[src/rtl/branch_redirect_ctrl.sv]
// Branch redirect sequencer: IDLE -> REDIRECT -> FLUSH, with stall-aware flush timing.
// Optional taken/not-taken statistics counters are enabled by defining BRANCH_STATS_EN.
module branch_redirect_ctrl #(
    parameter int unsigned ADDR_W       = 32,
    parameter int unsigned FLUSH_CYCLES = 2,
    parameter int unsigned CNT_W        = 16
) (
    input  logic              clk,
    input  logic              rst,
    input  logic              Branch,
    input  logic              Zero,
    input  logic [ADDR_W-1:0] branch_target,
    input  logic              stall,
    output logic              PCSrc,
    output logic [ADDR_W-1:0] pc_target,
    output logic              flush_if_id,
    output logic              flush_id_ex,
    output logic              flush_ex_mem,
    output logic              busy,
    output logic [CNT_W-1:0]  taken_cnt,
    output logic [CNT_W-1:0]  not_taken_cnt
);

    typedef enum logic [1:0] {
        S_IDLE     = 2'b00,
        S_REDIRECT = 2'b01,
        S_FLUSH    = 2'b10
    } state_t;

    localparam logic [2:0] LP_CNT_LOAD = 3'(FLUSH_CYCLES - 1);

    state_t            r_state;
    state_t            w_state_nxt;
    logic [ADDR_W-1:0] r_tgt;
    logic [ADDR_W-1:0] w_tgt_nxt;
    logic [2:0]        r_cnt;
    logic [2:0]        w_cnt_nxt;
    logic              w_taken;

    assign w_taken = Branch & Zero & ~stall;

    always_ff @(posedge clk or posedge rst) begin
        if (rst) begin
            r_state <= S_IDLE;
            r_tgt   <= '0;
            r_cnt   <= '0;
        end else begin
            r_state <= w_state_nxt;
            r_tgt   <= w_tgt_nxt;
            r_cnt   <= w_cnt_nxt;
        end
    end

    // Outputs decode only r_state/r_tgt, so they never follow the EX/MEM inputs combinationally.
    always_comb begin
        w_state_nxt  = r_state;
        w_tgt_nxt    = r_tgt;
        w_cnt_nxt    = r_cnt;
        PCSrc        = 1'b0;
        flush_if_id  = 1'b0;
        flush_id_ex  = 1'b0;
        flush_ex_mem = 1'b0;
        busy         = 1'b1;
        pc_target    = r_tgt;
        case (r_state)
            S_IDLE: begin
                busy = 1'b0;
                if (w_taken) begin
                    w_tgt_nxt   = branch_target;
                    w_cnt_nxt   = LP_CNT_LOAD;
                    w_state_nxt = S_REDIRECT;
                end
            end
            S_REDIRECT: begin
                PCSrc        = 1'b1;
                flush_if_id  = 1'b1;
                flush_id_ex  = 1'b1;
                flush_ex_mem = 1'b1;
                if (!stall) begin
                    w_state_nxt = S_FLUSH;
                end
            end
            S_FLUSH: begin
                flush_if_id = 1'b1;
                flush_id_ex = 1'b1;
                if (!stall) begin
                    if (r_cnt == '0) begin
                        w_state_nxt = S_IDLE;
                    end else begin
                        w_cnt_nxt = r_cnt - 3'd1;
                    end
                end
            end
            default: begin
                w_state_nxt = S_IDLE;
            end
        endcase
    end

`ifdef BRANCH_STATS_EN
    logic              w_sample;
    logic [CNT_W-1:0]  r_taken_cnt;
    logic [CNT_W-1:0]  r_not_taken_cnt;

    assign w_sample = (r_state == S_IDLE) & ~stall & Branch;

    // Both counters saturate at all-ones.
    always_ff @(posedge clk or posedge rst) begin
        if (rst) begin
            r_taken_cnt     <= '0;
            r_not_taken_cnt <= '0;
        end else begin
            if (w_sample && Zero && (r_taken_cnt != '1)) begin
                r_taken_cnt <= r_taken_cnt + CNT_W'(1);
            end
            if (w_sample && !Zero && (r_not_taken_cnt != '1)) begin
                r_not_taken_cnt <= r_not_taken_cnt + CNT_W'(1);
            end
        end
    end

    assign taken_cnt     = r_taken_cnt;
    assign not_taken_cnt = r_not_taken_cnt;
`else
    assign taken_cnt     = '0;
    assign not_taken_cnt = '0;
`endif

endmodule

[config.mk]
export PLATFORM = sky130hd
export DESIGN_NAME = branch_redirect_ctrl
export DESIGN_NICKNAME = d
export VERILOG_FILES = /design/src/rtl/branch_redirect_ctrl.sv
export SDC_FILE = /design/constraint.sdc
export NUM_CORES = 1
export LEC_CHECK = 0
export ABC_AREA = 1
export BUFFER_PORTS_ARGS = -buffer_cell sky130_fd_sc_hd__clkbuf_2
export CAP_MARGIN = 40
export CORE_MARGIN = 3
export CORE_UTILIZATION = 25
export DETAILED_ROUTE_END_ITERATION = 10
export HOLD_SLACK_MARGIN = 0.1
export SLEW_MARGIN = 0
export SYNTH_ARGS = -nofsm -noshare
export SYNTH_HDL_FRONTEND = slang
export SYNTH_SLANG_ARGS = --single-unit
[constraint.sdc]
create_clock -name clk -period 1.9 [get_ports clk]
set_input_delay 0.285 -clock clk [delete_from_list [all_inputs] [get_ports clk]]
set_output_delay 0.285 -clock clk [all_outputs]
set_load 0.03 [all_outputs]
### After elaboration in Yosys (flattened, before gate mapping)

Cells that the tools add are included.

* bitwise operators: 3
* multiplexer cells: 12
* $add $sub $neg: 1
* equality and inequality tests: 7
* reductions and logical operators: 7

Operators with widths (count)
* $ne 2x2->1 const B: 5
* $mux 3: 3
* $mux 2: 4
* $reduce_and 4->1: 2
* $pmux 2 s3: 1
* $pmux 3 s2: 1
* $logic_not 3->1: 1
* $mux 1: 3
* $sub 3x1->3 const B: 1
* $and 1x1->1: 2
* $eq 2x1->1 const B: 1
* $eq 2x2->1 const B: 1
* $logic_not 2->1: 1
* $reduce_and 2->1: 1
* $reduce_bool 2->1: 1
* $reduce_or 2->1: 1
* $not 1->1: 1

* flip-flop bits (word level): 37

### Depth between registers and ports, before layout

Gate-level depths: netlist of the first run.

* word-level depth: 4
* gate-level depth with buffers: 9
* gate-level depth less buffers: 9

### Worst setup path after synthesis of the first run

OpenSTA, ideal clock, no wires.

* kind: register to output
* start: register r_state[1]
* end: output flush_if_id
* arrival time: 1099 ps
* data required time: 1615 ps
* stages on the path, launching flop included: 4
* setup slack: 516 ps
* cell sequence: dfrtp_1 -> inv_1 -> ha_1 -> buf_4

* cells in the longest elaborated chain, start to end: 3
* elaborated cells between the ends (all ways): 4
* classes of those cells: 2 x eq/ne; 1 x mux; 1 x reduce/logical

RTL lines
* from (decl): RTL line 32 `state_t r_state;`
* from (signal assigned): RTL line 48 `r_state <= w_state_nxt;`
* $eq 2x2->1 / $eq 2x1->1 (equally long branches)
* $reduce_or 2->1 (no source line) *
* $mux 1 *
* to (decl): RTL line 16 `output logic flush_if_id,`

Mark *: on every way between the ends. The rest lies on a longest branch, timed or not.

### Worst setup path in the final report of the first run

* start: register r_state[0]
* end: output busy

* cells in the longest elaborated chain, start to end: 2

RTL lines
* $logic_not 2->1: RTL line 65 `case (r_state)`
* $mux 1: RTL line 65
* to (decl): RTL line 19 `output logic busy,`

No other way between the ends.

==> results of run 1 <==
==> flip-flops by register name, summed over array words and instances, names as in the netlist <==
register	cells
pc_target	32
r_cnt	3
r_state	2
==> cell type report <==
type / count / area share
sequential: 37 / 0.3783
multi-input combinational: 135 / 0.3078
timing repair buffer: 76 / 0.1636
inverter: 41 / 0.06288
tap: 102 / 0.05215
clock buffer: 5 / 0.02812
clock inverter: 3 / 0.007157
==> logic make-up after synthesis <==
kind of cell               Yosys count  share of synthesized area
other                                1                   0.001839
adders and majority gates            7                    0.04294
AOI/OAI and AO/OA                   32                     0.1374
and+or+nand+nor                     64                     0.1301
DFF                                 37                     0.4540
buffers and inverters               81                     0.2337
==> where the power goes <==
group          leakage (nW)  total [mW]  internal (mW)  switching, mW
logic                 0.947        2.26          0.663           1.59
clock network        0.0439       0.539          0.253          0.285
registers             0.463        1.37           1.16          0.214
==> synth_stat cells <==
library cell and count:
nand2_1 51, inv_1 41, dfrtp_1 37, buf_4 34
o21ai_2 32, ha_1 7, buf_6 6, nand3_1 6
nor2_1 6, conb_1 1, nand4_4 1
==> layer usage <==
metal	part of all wire	global-route usage	up-vias
met5	0	0	-
met4	0.0045	0.01752	0
met3	0.095	0.03206	4
met2	0.46	0.1397	67
met1	0.44	0.1062	630
li1	-	-	747
==> cells in the final DEF (no fill, tap or decap) <==
cell type / synthesis / routed
clkbuf_2: 0 / 73
nand2_1: 51 / 51
inv_1: 41 / 41
dfrtp_1: 37 / 37
o21ai_2: 32 / 32
conb_1: 1 / 32
ha_1: 7 / 7
nor2_1: 6 / 6
nand3_1: 6 / 6
clkbuf_8: 0 / 5
clkinv_2: 0 / 2
buf_4: 34 / 2
nand4_4: 1 / 1
clkinvlp_4: 0 / 1
buf_12: 0 / 1
==> metrics by stage <==
| step | hold slack [ns] | instance area, µm² | std cells |
|---|---|---|---|
| finish | 0.08589 | 2447 | 399 |
| floorplan | 0.4258 | 2156 | 253 |
| CTS | 0.1033 | 2447 | 399 |
| global route | 0.1369 | 2447 | 399 |
| global placement | 0.4175 | 2361 | 391 |
| detailed placement | 0.4240 | 2361 | 391 |
==> path summary, 6_finish.rpt <==
check,to,startpoint,cells after the start,slack (ns)
min,pc_target[25],rst,3,0.09
min in group clk,pc_target[12],branch_target[12],3,0.22
max reg2reg,r_cnt[0],r_cnt[0],9,0.36
max,busy,r_state[0],4,0.28
min reg2reg,pc_target[4],pc_target[4],2,0.49
max in group asynchronous,r_state[1],rst,3,1.48
==> worst max-delay path, stage by stage, from the launching register on <==
cell	delay, ns
dfrtp_1	0.39
inv_1	0.13
ha_1	0.29
inv_1	0.06
clkbuf_2	0.18
==> impl_metrics.json, run 1 <==
{
  "die_h_um": 96.32,
  "num_io_pins": 106,
  "route.detailed.drc": 0,
  "fmax_mhz": 618.5,
  "skew_ns": 0.004461,
  "detailedPlace.worstSlack_ns": 0.3997,
  "hp-class": "input port to asynchronous set/reset pin",
  "clock_latency_ns": 0.28,
  "cts-root-buf": "clkbuf_8",
  "cts_tree": "done",
  "arrival_ns": 1.33,
  "num_antenna_cells": 0,
  "drive_gt1_frac": 0.3939,
  "timing.final.crit_share": 0.8509,
  "antenna_found_initial": 0,
  "total_power_mw": 4.170,
  "synth_warnings": 0,
  "start_kind": "flop",
  "path_max_fanout": 4,
  "status": "completed",
  "clk_path_buf_depth": 2,
  "postRouteAntennaNets": 0,
  "start_util": 0.2612,
  "hold_viol": 0,
  "syn_avg_cell_area_um2": 9.187,
  "nNetsFinal": 340,
  "synth_top_area_frac": 0.4540,
  "layout_min_cycle_time_ns": 1.617,
  "fin_setup_tns_ns": 0,
  "yosys_register_bits": 37,
  "place_congestion": 0.6742,
  "end_kind": "output port",
  "setup_viol": 0,
  "synth_area_leaders": "dfrtp_1, o21ai_2, buf_4",
  "multi_input_area_um2": 753.2,
  "crit_type": "flop to output port",
  "viasPerCell": 3.629,
  "ys_types": 11,
  "final_util": 0.3135,
  "cts_buffers": 5,
  "rsz0062_at_grt": "no",
  "leakage_nw": 1.454,
  "post_drt_wl_per_cell_um": 9.431,
  "yosysSeqAreaShare": 0.4540,
  "grt_pass1_wl_um": 6154,
  "grtUsageTotal": 0.08493,
  "syn_area_um2": 2039,
  "grt_pass1_vias": 1369,
  "area_growth_pct": 20.00,
  "power_density_nw_per_um2": 1704,
  "crit_required_ns": 1.62,
  "syn_inst": 222,
  "hold_buffers": 0,
  "routed_wl_um": 3763,
  "die_area_um2": 9278,
  "postCtsSetupBuffers": 0,
  "drt_iter0_drc": 25,
  "ctsHtreeMaxLevel": 2,
  "grt-ovfl-total": 0,
  "slew_violations": 0,
  "clkTransAtPathRegs_ns": 0.08,
  "cts-resized-gates": 0,
  "grt_max_degree": 54,
  "dpl.hpwl_um": 3001,
  "detail_route.first_pass.iterations": 4,
  "postLayoutSetupSlackWorst_ns": 0.2833,
  "rows": 32,
  "seq_area_um2": 925.9,
  "io_buffer_count": 73,
  "yosys.area.top_type": "dfrtp_1",
  "coreArea_um2": 7807,
  "maxCapViolations": 0,
  "dieWidth_um": 96.32,
  "cts.sink_count": 37,
  "fillerInstances": 846,
  "ir_drop_v": 0.0006066,
  "vias": 1448
}
Note: power is estimated with default switching activity, not from simulation.
==> run 2, diff against run 1 <==
--- a/config.mk
+++ b/config.mk
@@ -8,10 +8,12 @@
 export ABC_AREA = 1
 export BUFFER_PORTS_ARGS = -buffer_cell sky130_fd_sc_hd__clkbuf_2
 export CAP_MARGIN = 40
+export CORE_ASPECT_RATIO = 1.2
 export CORE_MARGIN = 3
 export CORE_UTILIZATION = 25
 export DETAILED_ROUTE_END_ITERATION = 10
 export HOLD_SLACK_MARGIN = 0.1
+export MAX_ROUTING_LAYER = met4
 export SLEW_MARGIN = 0
 export SYNTH_ARGS = -nofsm -noshare
 export SYNTH_HDL_FRONTEND = slang
==> run 2 against run 1 <==
Against the previous run:
- maximum frequency is 5.0% lower
- first-iteration DRC count is 56% higher
- combinational power about the same
- die area about the same
- via count is 0.97% higher
- worst setup slack worse by 0.086 ns
- power shrank 0.62%
- non-clock buffer count increased by 1
- cell count shrank 2.0%
- sequential power about the same
- largest power group unchanged
==> impl_metrics.json, run 2 (same netlist as run 1, synthesis figures left out) <==
{
  "num_io_pins": 106,
  "seq_area_um2": 925.9,
  "skew_ns": 0.004212,
  "cts_tree": "done",
  "slew_headroom": 0.5986,
  "grt_max_degree": 51,
  "detail_route.first_pass.iterations": 3,
  "slowest_delay_ns": 0.51,
  "end_kind": "flop",
  "ctsHtreeMaxLevel": 2,
  "crit_slowest_cell": "buf_4",
  "grtUsageTotal": 0.09191,
  "die_area_um2": 9282,
  "layout_min_cycle_time_ns": 1.703,
  "path_max_fanout": 50,
  "viasPerCell": 3.739,
  "cp_top_family": "buffers and inverters",
  "status": "completed",
  "instances_no_fill": 391,
  "tightestPinTransition_ns": 0.6021,
  "cts-root-buf": "clkbuf_8",
  "detailedPlace.worstSlack_ns": 0.1963,
  "slew_violations": 0,
  "die_h_um": 104.9,
  "worstRegToRegCells": 6,
  "fmax_mhz": 587.4,
  "final_util": 0.3119,
  "antenna_found_initial": 1,
  "postRouteAntennaNets": 0,
  "hold_viol": 0,
  "clk_path_buf_depth": 2,
  "total_power_mw": 4.144,
  "clkTransAtPathRegs_ns": 0.07,
  "multi_input_area_um2": 753.2,
  "power_switching_mw": 2.074,
  "clock_latency_ns": 0.28,
  "path_buf_inv": 2,
  "swShare": 0.5004,
  "path_depth": 6,
  "fillerInstances": 850,
  "vias": 1462,
  "fin_setup_tns_ns": 0,
  "cp-endpoint": "pc_target[17]",
  "route.detailed.drc": 0,
  "largest_register_ffs": 32,
  "post_drt_wl_per_cell_um": 9.895,
  "grt_pass1_wl_um": 6506,
  "leakage_nw": 1.449,
  "place_congestion": 0.7678,
  "rr_endpoint": "pc_target[17]",
  "pwr-share-comb": 0.542,
  "dpl.hpwl_um": 3027,
  "timing.final.crit_share": 0.8961,
  "routed_wl_um": 3869,
  "io_buffer_count": 73,
  "maxCapViolations": 0,
  "p_int_mw": 2.070,
  "final_common_cell": "clkbuf_2",
  "power_density_nw_per_um2": 1705,
  "start_kind": "flop",
  "area_growth_pct": 19.20,
  "nNetsFinal": 341,
  "arrival_ns": 1.91,
  "grt_pass1_vias": 1410,
  "rsz0062_at_grt": "no",
  "dieWidth_um": 88.45,
  "hp-class": "input port to flop",
  "postLayoutSetupSlackWorst_ns": 0.1974,
  "crit_required_ns": 2.11,
  "rrSetupSlack_ns": 0.20,
  "critPathLaunch": "r_state[0]",
  "drive_gt1_frac": 0.3893,
  "cts-resized-gates": 0,
  "pwr-share-clk": 0.128,
  "placed_cells": 381,
  "rows": 35,
  "grt-ovfl-total": 0,
  "setup_viol": 0,
  "seqPwrFrac": 0.330,
  "ir_drop_v": 0.0005326,
  "drt_iter0_drc": 39,
  "r2r-start": "r_state[0]",
  "path_cells": "inv_1 -> ha_1 -> nand4_4 -> buf_4 -> nand2_1 -> o21ai_2",
  "layout_common_cells": "clkbuf_2, nand2_1, inv_1",
  "start_util": 0.2616,
  "coreArea_um2": 7795,
  "cts.sink_count": 37,
  "cts_buffers": 5,
  "crit_type": "flop to flop"
}
-- run 2: layout make-up --
class	instances	share of cell area
inverters	41	0.06330
flip-flops and latches	37	0.3809
multi-input cells	135	0.3098
clock buffers	6	0.02985
clock inverters	2	0.004117
repair buffers	77	0.1637
well taps	92	0.04735
diodes	1	0.001029
-- run 2: how the worst min path moves through the flow --
stage	from	to	slack, ns	depth (start not counted)
final	branch_target[19]	pc_target[19]	0.22	3
after floorplan	branch_target[10]	pc_target[10]	0.43	2
after detailed placement	rst	pc_target[20]	0.41	3
after CTS	branch_target[19]	pc_target[19]	0.19	3
after global placement	rst	pc_target[10]	0.41	3
after global routing	branch_target[14]	pc_target[14]	0.20	3
-- run 2: per-layer routing --
layer,track usage,up-vias,wire [µm]
li1,-,749,-
met1,0.1060,646,1519
met2,0.1385,63,1924
met3,0.03943,4,400
met4,0.03888,0,25
met5,-,-,0
-- run 2: timing repair --
action	in CTS	in global routing
endpoints found under the setup margin	0	0
hold buffers	1	0
buffers inserted	0	0
endpoints found under the hold margin	37	0
-- run 2: power by group through the flow --
| stage | logic (mW) | registers (mW) | clock network [mW] |
|---|---|---|---|
| 4_1_cts | 2.28 | 1.38 | 0.570 |
| 3_5_place_dp | 2.28 | 1.39 | 0 |
| 5_1_grt | 2.46 | 1.42 | 0.597 |
| 6_report | 2.25 | 1.37 | 0.529 |
| 2_1_floorplan | 1.12 | 2.03 | 0 |
| 3_3_place_gp | 2.24 | 1.38 | 0 |
-- run 2: per-stage QoR --
stage,hold slack (ns),area (µm²)
global placement,0.4090,2336
finish,0.2155,2431
global route,0.1994,2431
floorplan,0.4258,2156
CTS,0.1939,2429
detailed placement,0.4133,2336
-- run 2: worst reg2reg max path: stages, from the launching register on --
cell and delay (ns):
dfrtp_1 0.39, inv_1 0.11, ha_1 0.28, nand4_4 0.12, buf_4 0.51, nand2_1 0.16
o21ai_2 0.08
==> run 3, diff against run 2 <==
--- a/config.mk
+++ b/config.mk
@@ -11,9 +11,11 @@
 export CORE_ASPECT_RATIO = 1.2
 export CORE_MARGIN = 3
 export CORE_UTILIZATION = 25
+export CTS_BUF_LIST = sky130_fd_sc_hd__clkbuf_8
 export DETAILED_ROUTE_END_ITERATION = 10
 export HOLD_SLACK_MARGIN = 0.1
 export MAX_ROUTING_LAYER = met4
+export PLACE_DENSITY = 0.49
 export SLEW_MARGIN = 0
 export SYNTH_ARGS = -nofsm -noshare
 export SYNTH_HDL_FRONTEND = slang
==> run 3 against run 2 <==
Against the previous run:
- final area increased by 1.8%
- largest power group unchanged
- sequential share of layout area decreased by 0.67 points
- power increased by 4.1%
- largest cell class unchanged
- highest routed layer unchanged
- cell count decreased by 0.26%
- critical path depth is 2 lower
- routed wire length up 0.47%
- clock skew is 0.0014 ns lower
==> impl_metrics.json, run 3 (same netlist as run 1, synthesis figures left out) <==
{
  "whs_ns": 0.2161,
  "clkTransAtPathRegs_ns": 0.08,
  "cts.sink_count": 37,
  "final_common_cell": "clkbuf_2",
  "nNetsFinal": 341,
  "layout_min_cycle_time_ns": 1.667,
  "grt_pass1_wl_um": 6589,
  "largest_register_ffs": 32,
  "timing.final.crit_share": 0.8772,
  "end_kind": "output port",
  "fin_setup_tns_ns": 0,
  "cts-root-buf": "clkbuf_8",
  "hold_viol": 0,
  "leakage_nw": 1.473,
  "drive_gt1_frac": 0.3893,
  "maxCapViolations": 0,
  "grtUsageTotal": 0.09133,
  "fmax_mhz": 600.0,
  "final_util": 0.3175,
  "start_kind": "flop",
  "dieWidth_um": 88.45,
  "rsz0062_at_grt": "no",
  "setup_viol": 0,
  "layout_common_cells": "clkbuf_2, nand2_1, inv_1",
  "grt_pass1_vias": 1409,
  "vias": 1484,
  "critPathLaunch": "r_state[0]",
  "power_density_nw_per_um2": 1743,
  "path_max_fanout": 4,
  "clk_path_buf_depth": 2,
  "skew_ns": 0.002816,
  "antenna_found_initial": 0,
  "cts_tree": "done",
  "clock_latency_ns": 0.28,
  "area_growth_pct": 21.35,
  "cp_top_family": "flip-flops",
  "ir_drop_v": 0.0006627,
  "path_cells": "inv_1 -> ha_1 -> inv_1 -> clkbuf_2",
  "routed_wl_um": 3887,
  "drt_iter0_drc": 51,
  "crit_required_ns": 1.62,
  "ctsHtreeMaxLevel": 2,
  "detail_route.first_pass.iterations": 4,
  "die_h_um": 104.9,
  "route.detailed.drc": 0,
  "start_util": 0.2616,
  "cts_buffers": 5,
  "num_io_pins": 106,
  "die_area_um2": 9282,
  "crit_type": "flop to output port",
  "post_drt_wl_per_cell_um": 9.967,
  "slew_violations": 0,
  "slowest_delay_ns": 0.41,
  "stdcell_area_um2": 2475,
  "dpl.hpwl_um": 3044,
  "num_antenna_cells": 0,
  "rows": 35,
  "hold_start": "branch_target[14]",
  "grt-ovfl-total": 0,
  "viasPerCell": 3.805,
  "path_buf_inv": 3,
  "hp-class": "input port to flop",
  "critPathMostFrequentCell": "inv_1",
  "postRouteAntennaNets": 0,
  "grt_max_degree": 37,
  "io_buffer_count": 73,
  "place_area_um2": 2349,
  "status": "completed",
  "arrival_ns": 1.38,
  "coreArea_um2": 7795,
  "place_congestion": 0.7670,
  "r2r-start": "r_state[0]",
  "crit_slowest_cell": "dfrtp_1"
}
==> run 3: cell types whose count changed in the layout (fill, tap and decap cells not counted), sizes merged <==
cell	before	now
inv	40	41
bufinv	0	1
clkinv	3	1
diode	1	0
==> run 3: layer usage <==
metal / track usage / share of wire / vias to the layer above
met5: - / 0 / -
li1: - / - / 749
met3: 0.02208 / 0.078 / 2
met2: 0.1465 / 0.49 / 75
met4: 0.02592 / 0.0036 / 0
met1: 0.1135 / 0.43 / 658
==> run 3: report_power, final <==
part / switching, mW / internal, mW
Sequential: 0.203 / 1.16
Combinational: 1.58 / 0.658
Clock: 0.287 / 0.423
==> run 3: worst paths after layout <==
kind	to	slack [ns]	depth (start not counted)
setup / recovery	busy	0.23	4
hold / removal	pc_target[14]	0.22	3
setup reg to reg	pc_target[30]	0.37	6
hold reg to reg	r_cnt[1]	0.48	2
max in group asynchronous	pc_target[5]	0.80	4
min in group asynchronous	pc_target[18]	0.44	3
==> run 3: cell type report <==
cell class	instances	area, µm²
clock inverters	2	33.78
flip-flops and latches	37	925.9
multi-input cells	135	753.2
well taps	92	115.1
clock buffers	6	82.58
inverters	41	153.9
fillers	863	5320
repair buffers	77	410.4
==> run 3: worst min-delay path: cells and delay by family <==
family                 cells  cell delay, ns
buffers and inverters      2            0.13
AOI/OAI and AO/OA          1            0.05
==> run 3: metrics by stage <==
step | setup slack (ns) | power (mW) | instances
floorplan | 0.5162 | 3.149 | 253
global placement | 0.4261 | 3.635 | 381
detailed placement | 0.3829 | 3.666 | 381
CTS | 0.2153 | 4.401 | 390
global route | 0.1572 | 4.662 | 390
finish | 0.2334 | 4.315 | 390
==> run 3: timing repair <==
action,4_1_cts,5_1_grt
resized for setup,0,0
endpoints found under the hold margin,9,0
hold buffers,1,0
setup buffers,0,0
